File: src/rtl/jtcop_dispgate.sv
`default_nettype none
// ============================================================================
//  Module   : jtcop_dispgate
//  Purpose  : Display-bus access gate for the 68000 main CPU glue. CPU
//             accesses to display chips are held in a wait state until a
//             video blank, then for DLY cpu_cen ticks, before being granted.
//             Each of CH chip-select channels is either blank-gated or free.
//             An optional watchdog (TOUT) forces a grant, and a saturating
//             stall counter records how many clk cycles busy was high.
//  Ports    : clk, rstn (async, active low), cpu_cen, LHBL/LVBL (active-low
//             blanks), ch_cs/ch_free (per-channel select/mode), stat_clr
//             -> busy (wait request), grant (one-hot channel), tout_flag
//             (sticky forced grant), stall_cnt (saturating busy cycles)
//  Revision : 1.0  initial release
// ============================================================================
module jtcop_dispgate #(
  parameter int CH   = 4,
  parameter int DLYW = 2,
  parameter int DLY  = 3,
  parameter int TOW  = 16,
  parameter int TOUT = 0
) (
  input  logic          clk,
  input  logic          rstn,
  input  logic          cpu_cen,
  input  logic          LHBL,
  input  logic          LVBL,
  input  logic [CH-1:0] ch_cs,
  input  logic [CH-1:0] ch_free,
  input  logic          stat_clr,
  output logic          busy,
  output logic [CH-1:0] grant,
  output logic          tout_flag,
  output logic [15:0]   stall_cnt
);

  localparam logic [DLYW-1:0] DLY_LOAD = DLYW'(DLY);
  localparam logic [TOW-1:0]  TO_LAST  = TOW'((TOUT > 0) ? (TOUT - 1) : 0);

  typedef enum logic [1:0] {
    ST_IDLE  = 2'd0,
    ST_WAIT  = 2'd1,
    ST_DELAY = 2'd2,
    ST_DONE  = 2'd3
  } state_t;

  state_t          state, state_nx;
  logic            cs_l;
  logic [CH-1:0]   sel_oh, sel_nx;
  logic [DLYW-1:0] cnt, cnt_nx;
  logic [TOW-1:0]  tocnt, tocnt_nx;
  logic            busy_nx;
  logic [CH-1:0]   grant_nx;
  logic            tout_set;

  logic            cs_any, blank, start;
  logic [CH-1:0]   low_bit;

  assign cs_any  = |ch_cs;
  assign blank   = ~LHBL | ~LVBL;
  assign start   = cs_any & ~cs_l;
  // Two's-complement trick isolates the lowest set chip select, so when
  // several selects are active the lowest index wins without a priority loop.
  assign low_bit = ch_cs & (~ch_cs + CH'(1));

  always_comb begin
    state_nx = state;
    busy_nx  = busy;
    grant_nx = grant;
    sel_nx   = sel_oh;
    cnt_nx   = cnt;
    tocnt_nx = tocnt;
    tout_set = 1'b0;
    if (!cs_any) begin
      // Losing the chip select aborts whatever is in flight.
      state_nx = ST_IDLE;
      busy_nx  = 1'b0;
      grant_nx = '0;
    end else begin
      case (state)
        ST_IDLE: begin
          if (start) begin
            sel_nx = low_bit;
            if (|(low_bit & ch_free)) begin
              grant_nx = low_bit;
              state_nx = ST_DONE;
            end else begin
              busy_nx  = 1'b1;
              grant_nx = '0;
              tocnt_nx = '0;
              state_nx = ST_WAIT;
            end
          end
        end
        ST_WAIT: begin
          // Blank is tested first so a coincident timeout never flags.
          if (blank) begin
            cnt_nx   = DLY_LOAD;
            state_nx = ST_DELAY;
          end else if (TOUT != 0) begin
            if (tocnt == TO_LAST) begin
              tout_set = 1'b1;
              cnt_nx   = DLY_LOAD;
              state_nx = ST_DELAY;
            end else begin
              tocnt_nx = tocnt + TOW'(1);
            end
          end
        end
        ST_DELAY: begin
          // Committed: blank may drop here without affecting completion.
          if (cnt == '0) begin
            busy_nx  = 1'b0;
            grant_nx = sel_oh;
            state_nx = ST_DONE;
          end else if (cpu_cen) begin
            cnt_nx = cnt - DLYW'(1);
          end
        end
        default: begin
          // ST_DONE holds the grant; the abort path above releases it.
        end
      endcase
    end
  end

  always_ff @(posedge clk or negedge rstn) begin
    if (!rstn) begin
      state  <= ST_IDLE;
      cs_l   <= 1'b0;
      sel_oh <= '0;
      cnt    <= '0;
      tocnt  <= '0;
      busy   <= 1'b0;
      grant  <= '0;
    end else begin
      state  <= state_nx;
      cs_l   <= cs_any;
      sel_oh <= sel_nx;
      cnt    <= cnt_nx;
      tocnt  <= tocnt_nx;
      busy   <= busy_nx;
      grant  <= grant_nx;
    end
  end

  always_ff @(posedge clk or negedge rstn) begin
    if (!rstn) begin
      tout_flag <= 1'b0;
      stall_cnt <= '0;
    end else if (stat_clr) begin
      tout_flag <= 1'b0;
      stall_cnt <= '0;
    end else begin
      if (tout_set) tout_flag <= 1'b1;
      if (busy && stall_cnt != 16'hFFFF) stall_cnt <= stall_cnt + 16'd1;
    end
  end

endmodule
`default_nettype wire

File: config.mk
export PLATFORM = sky130hd
export DESIGN_NAME = jtcop_dispgate
export DESIGN_NICKNAME = d
export VERILOG_FILES = /design/src/rtl/jtcop_dispgate.sv
export SDC_FILE = /design/constraint.sdc
export NUM_CORES = 1
export LEC_CHECK = 0
export CAP_MARGIN = 15
export CELL_PAD_IN_SITES_DETAIL_PLACEMENT = 1
export CELL_PAD_IN_SITES_GLOBAL_PLACEMENT = 1
export CORE_MARGIN = 8
export CORE_UTILIZATION = 42
export DETAILED_ROUTE_END_ITERATION = 12
export HOLD_SLACK_MARGIN = 0.1
export PLACE_DENSITY = 0.9
export SETUP_SLACK_MARGIN = 0.2
export SYNTH_ARGS = -nofsm -noshare
export SYNTH_HDL_FRONTEND = slang
export SYNTH_SLANG_ARGS = --single-unit
File: constraint.sdc
create_clock -name clk -period 4 [get_ports clk]
set_input_delay 1 -clock clk [delete_from_list [all_inputs] [get_ports clk]]
set_output_delay 1 -clock clk [all_outputs]
set_load 0.02 [all_outputs]
==> run summary <==
run status: finished clean
First-pass DRT Iterations: 4
H-Tree Depth: 2
r2r startpoint: stall_cnt[0]
CTS max path bufs: 2
Seq/Total Area, Yosys: 41.58%
Final HPWL DP: 3.364 mm
antenna viol nets, final: 0
Worst R2R End: stall_cnt[0]
Register Area: 750.7 um2
antenna cells: 0
Fin. Hold Viols: 0
clock sinks: 30
largest net degree at the start of global routing: 31
Die Height: 81.57 um
ys async rst share: 100.0%
Min Hold Slack: 0.5019 ns
synthesized netlist cell count: 187
Placed Area: 0.002176 mm2
CTS Buf Count: 5
Post-Route Setup TNS: 0 ns
Vias/cell: 5.604
final core utilization: 53.19%
GR Util All Layers: 14.85%
fin worst setup slack: 1.275 ns
gr ovfl total: 0
Final Cell Area: 0.002252 mm2
fillcell total: 483
top post-synthesis cells by area: dfrtp_1 42%, mux2_2 9.4%, ha_1 4.2%
CP Class: in2reg
Max FO, Critical Path: 9
clk slew on worst S/H paths: 0.06 ns
area of the multi-input gates: 974.7 um2
Port Buffers: 34
final wirelength: 4.509 mm
endpoint type of the worst setup path: flip-flop
Power Density: 468.9 mW/mm2
Crit-path slowest cell: clkdlybuf4s50_1
Initial Utilization: 42.64%
area grow syn2layout: 24.74%
period utilization: 68.13%
Worst Path Required: 4.17 ns
Die Wd: 81.57 um
core area: 0.004234 mm2
CP arrival: 2.90 ns
Netlist cell types: 37
Leak: 0.9303 nW
R2R setup slack: 1.67 ns
Highest Clock Rate: 0.3670 GHz
max_slew headroom: 37.09%
CP endpoint: state[0]
number of flops mapped to enable cells by yosys: 0
Clock Skews: 0.006885 ns
Commonest cells post-synth: 30 x dfrtp_1, 17 x nand2_1, 15 x mux2_2
Via Count: 1,530
antenna violations before repair: 0
DP Worst Slack: 0.9793 ns
root buf cell: clkbuf_8
Layout Nets: 241
final-report max-slew violation count: 0
num rows: 24
hold_buf cts: 0
vias in the first global route: 1,628
die footprint: 0.006653 mm2
I/O pins: 36
crit path from: ch_cs[0]
Max Cap Viol: 0
layout cell share with drive strength beyond 1: 10.86%
Post-Synthesis Cell Area: 0.001805 mm2
post-layout min period: 2.725 ns
crit-path cells: clkdlybuf4s50_1 > nor4_4 > inv_1 > o21ai_0 > mux2_2
Post CTS Setup Buffer Count: 0
Post-synth top flop: dfrtp_1
RSZ-0062 raised after global routing: no
worst skew pair latency: 0.29 ns
Net Count, Synth: 207
WHS Path Cells: 1
TritonCTS clock tree: built
top-count cell post-synth: dfrtp_1
Max VDD drop: 0.2341 mV
Hold Crit Class: reg2reg
reg2reg path depth: 5
share of the synthesized area in the top cell type: 41.58%
#FFs+latches synth: 30
first-pass GRT wire length: 7.755 mm
placer congestion estimate: 0.7869
Mapped Avg Cell Area: 9.655 um2
post_cts resized: 0
area leader, netlist: dfrtp_1
Least-Margin Pin Slew: 0.9358 ns
Ys Warns: 0
Setup violations, final: 0
routed wire length per instance: 16.52 um
drt drc: 0
Critical Path Start Type: primary input
max incr delay on CP: 0.57 ns
initial DRC count: 124
layer usage:
layer  vias up  GRT usage (%)  share of wire (%)
met3         8          2.845                3.7
met2        19          25.30                 50
li1        739              -                  -
met1       764          17.35                 45
met5         -              0                  0
met4         0          7.679                1.8
layout make-up:
class                   count  share of cell area [%]
inverters                  10                   1.667
well taps                  52                   2.889
repair buffers             35                   15.44
multi-input cells         139                   43.28
flip-flops and latches     30                   33.33
clock buffers               7                   3.389
placed cells by master, fill, tap and decap left out, types with 2 or more instances in the layout:
cell and n:
o211ai_1 2, inv_1 10, nor2_1 12, nor2b_1 10
nand3_1 9, or3_1 3, a21oi_1 11, dfrtp_1 30
nor3b_1 2, o31ai_1 6, or4_1 4, clkbuf_8 5
nand3b_1 2, and2_1 2, a211oi_1 3, nand4_1 3
o21ai_0 6, and4_1 2, mux2_2 15, nand2_1 17
clkdlybuf4s50_1 34, nor3_1 2, clkbuf_1 2, nand2b_1 3
ha_1 6, mux2i_1 6, nor4_1 3
report_power, final:
part           leakage (nW)  switching, mW  internal (mW)  total [mW]
clock network        0.0383          0.111          0.119       0.231
registers             0.391         0.0668          0.361       0.428
logic                 0.501          0.207          0.190       0.397
worst min-delay path by stage:
stage | startpoint | endpoint | slack [ns]
finish | sel_oh[3] | sel_oh[3] | 0.50
global route | sel_oh[2] | sel_oh[2] | 0.53
CTS | sel_oh[3] | sel_oh[3] | 0.51
detailed placement | sel_oh[3] | sel_oh[3] | 0.49
global placement | sel_oh[3] | sel_oh[3] | 0.48
floorplan | sel_oh[3] | sel_oh[3] | 0.47
worst max-delay path, delay by kind of cell:
family	cells	cell delay [ns]
AOI/OAI and AO/OA	1	0.20
and+or+nand+nor	1	0.56
buffers and inverters	2	0.77
muxes	1	0.37
stage by stage:
step | power (mW) | instances
4_1_cts | 1.067 | 273
5_1_grt | 1.125 | 273
6_report | 1.056 | 273
3_5_place_dp | 0.8297 | 266
3_3_place_gp | 0.8165 | 266
2_1_floorplan | 0.6829 | 187
kinds of logic after synthesis:
logic type / share of synthesized area, %
adder cells (fa/ha/maj): 4.158
AND/OR/NAND/NOR: 25.64
other: 0.2077
multiplexers: 12.68
buffers and inverters: 4.435
AO/OA/AOI/OAI: 11.30
flip-flops: 41.58
registers in the layout, indices dropped and copies added, names as in the netlist:
name       count
cs_l           1
cnt            2
busy           1
state          2
sel_oh         4
grant          4
stall_cnt     16
No activity file was read; power rests on OpenSTA's default activity.
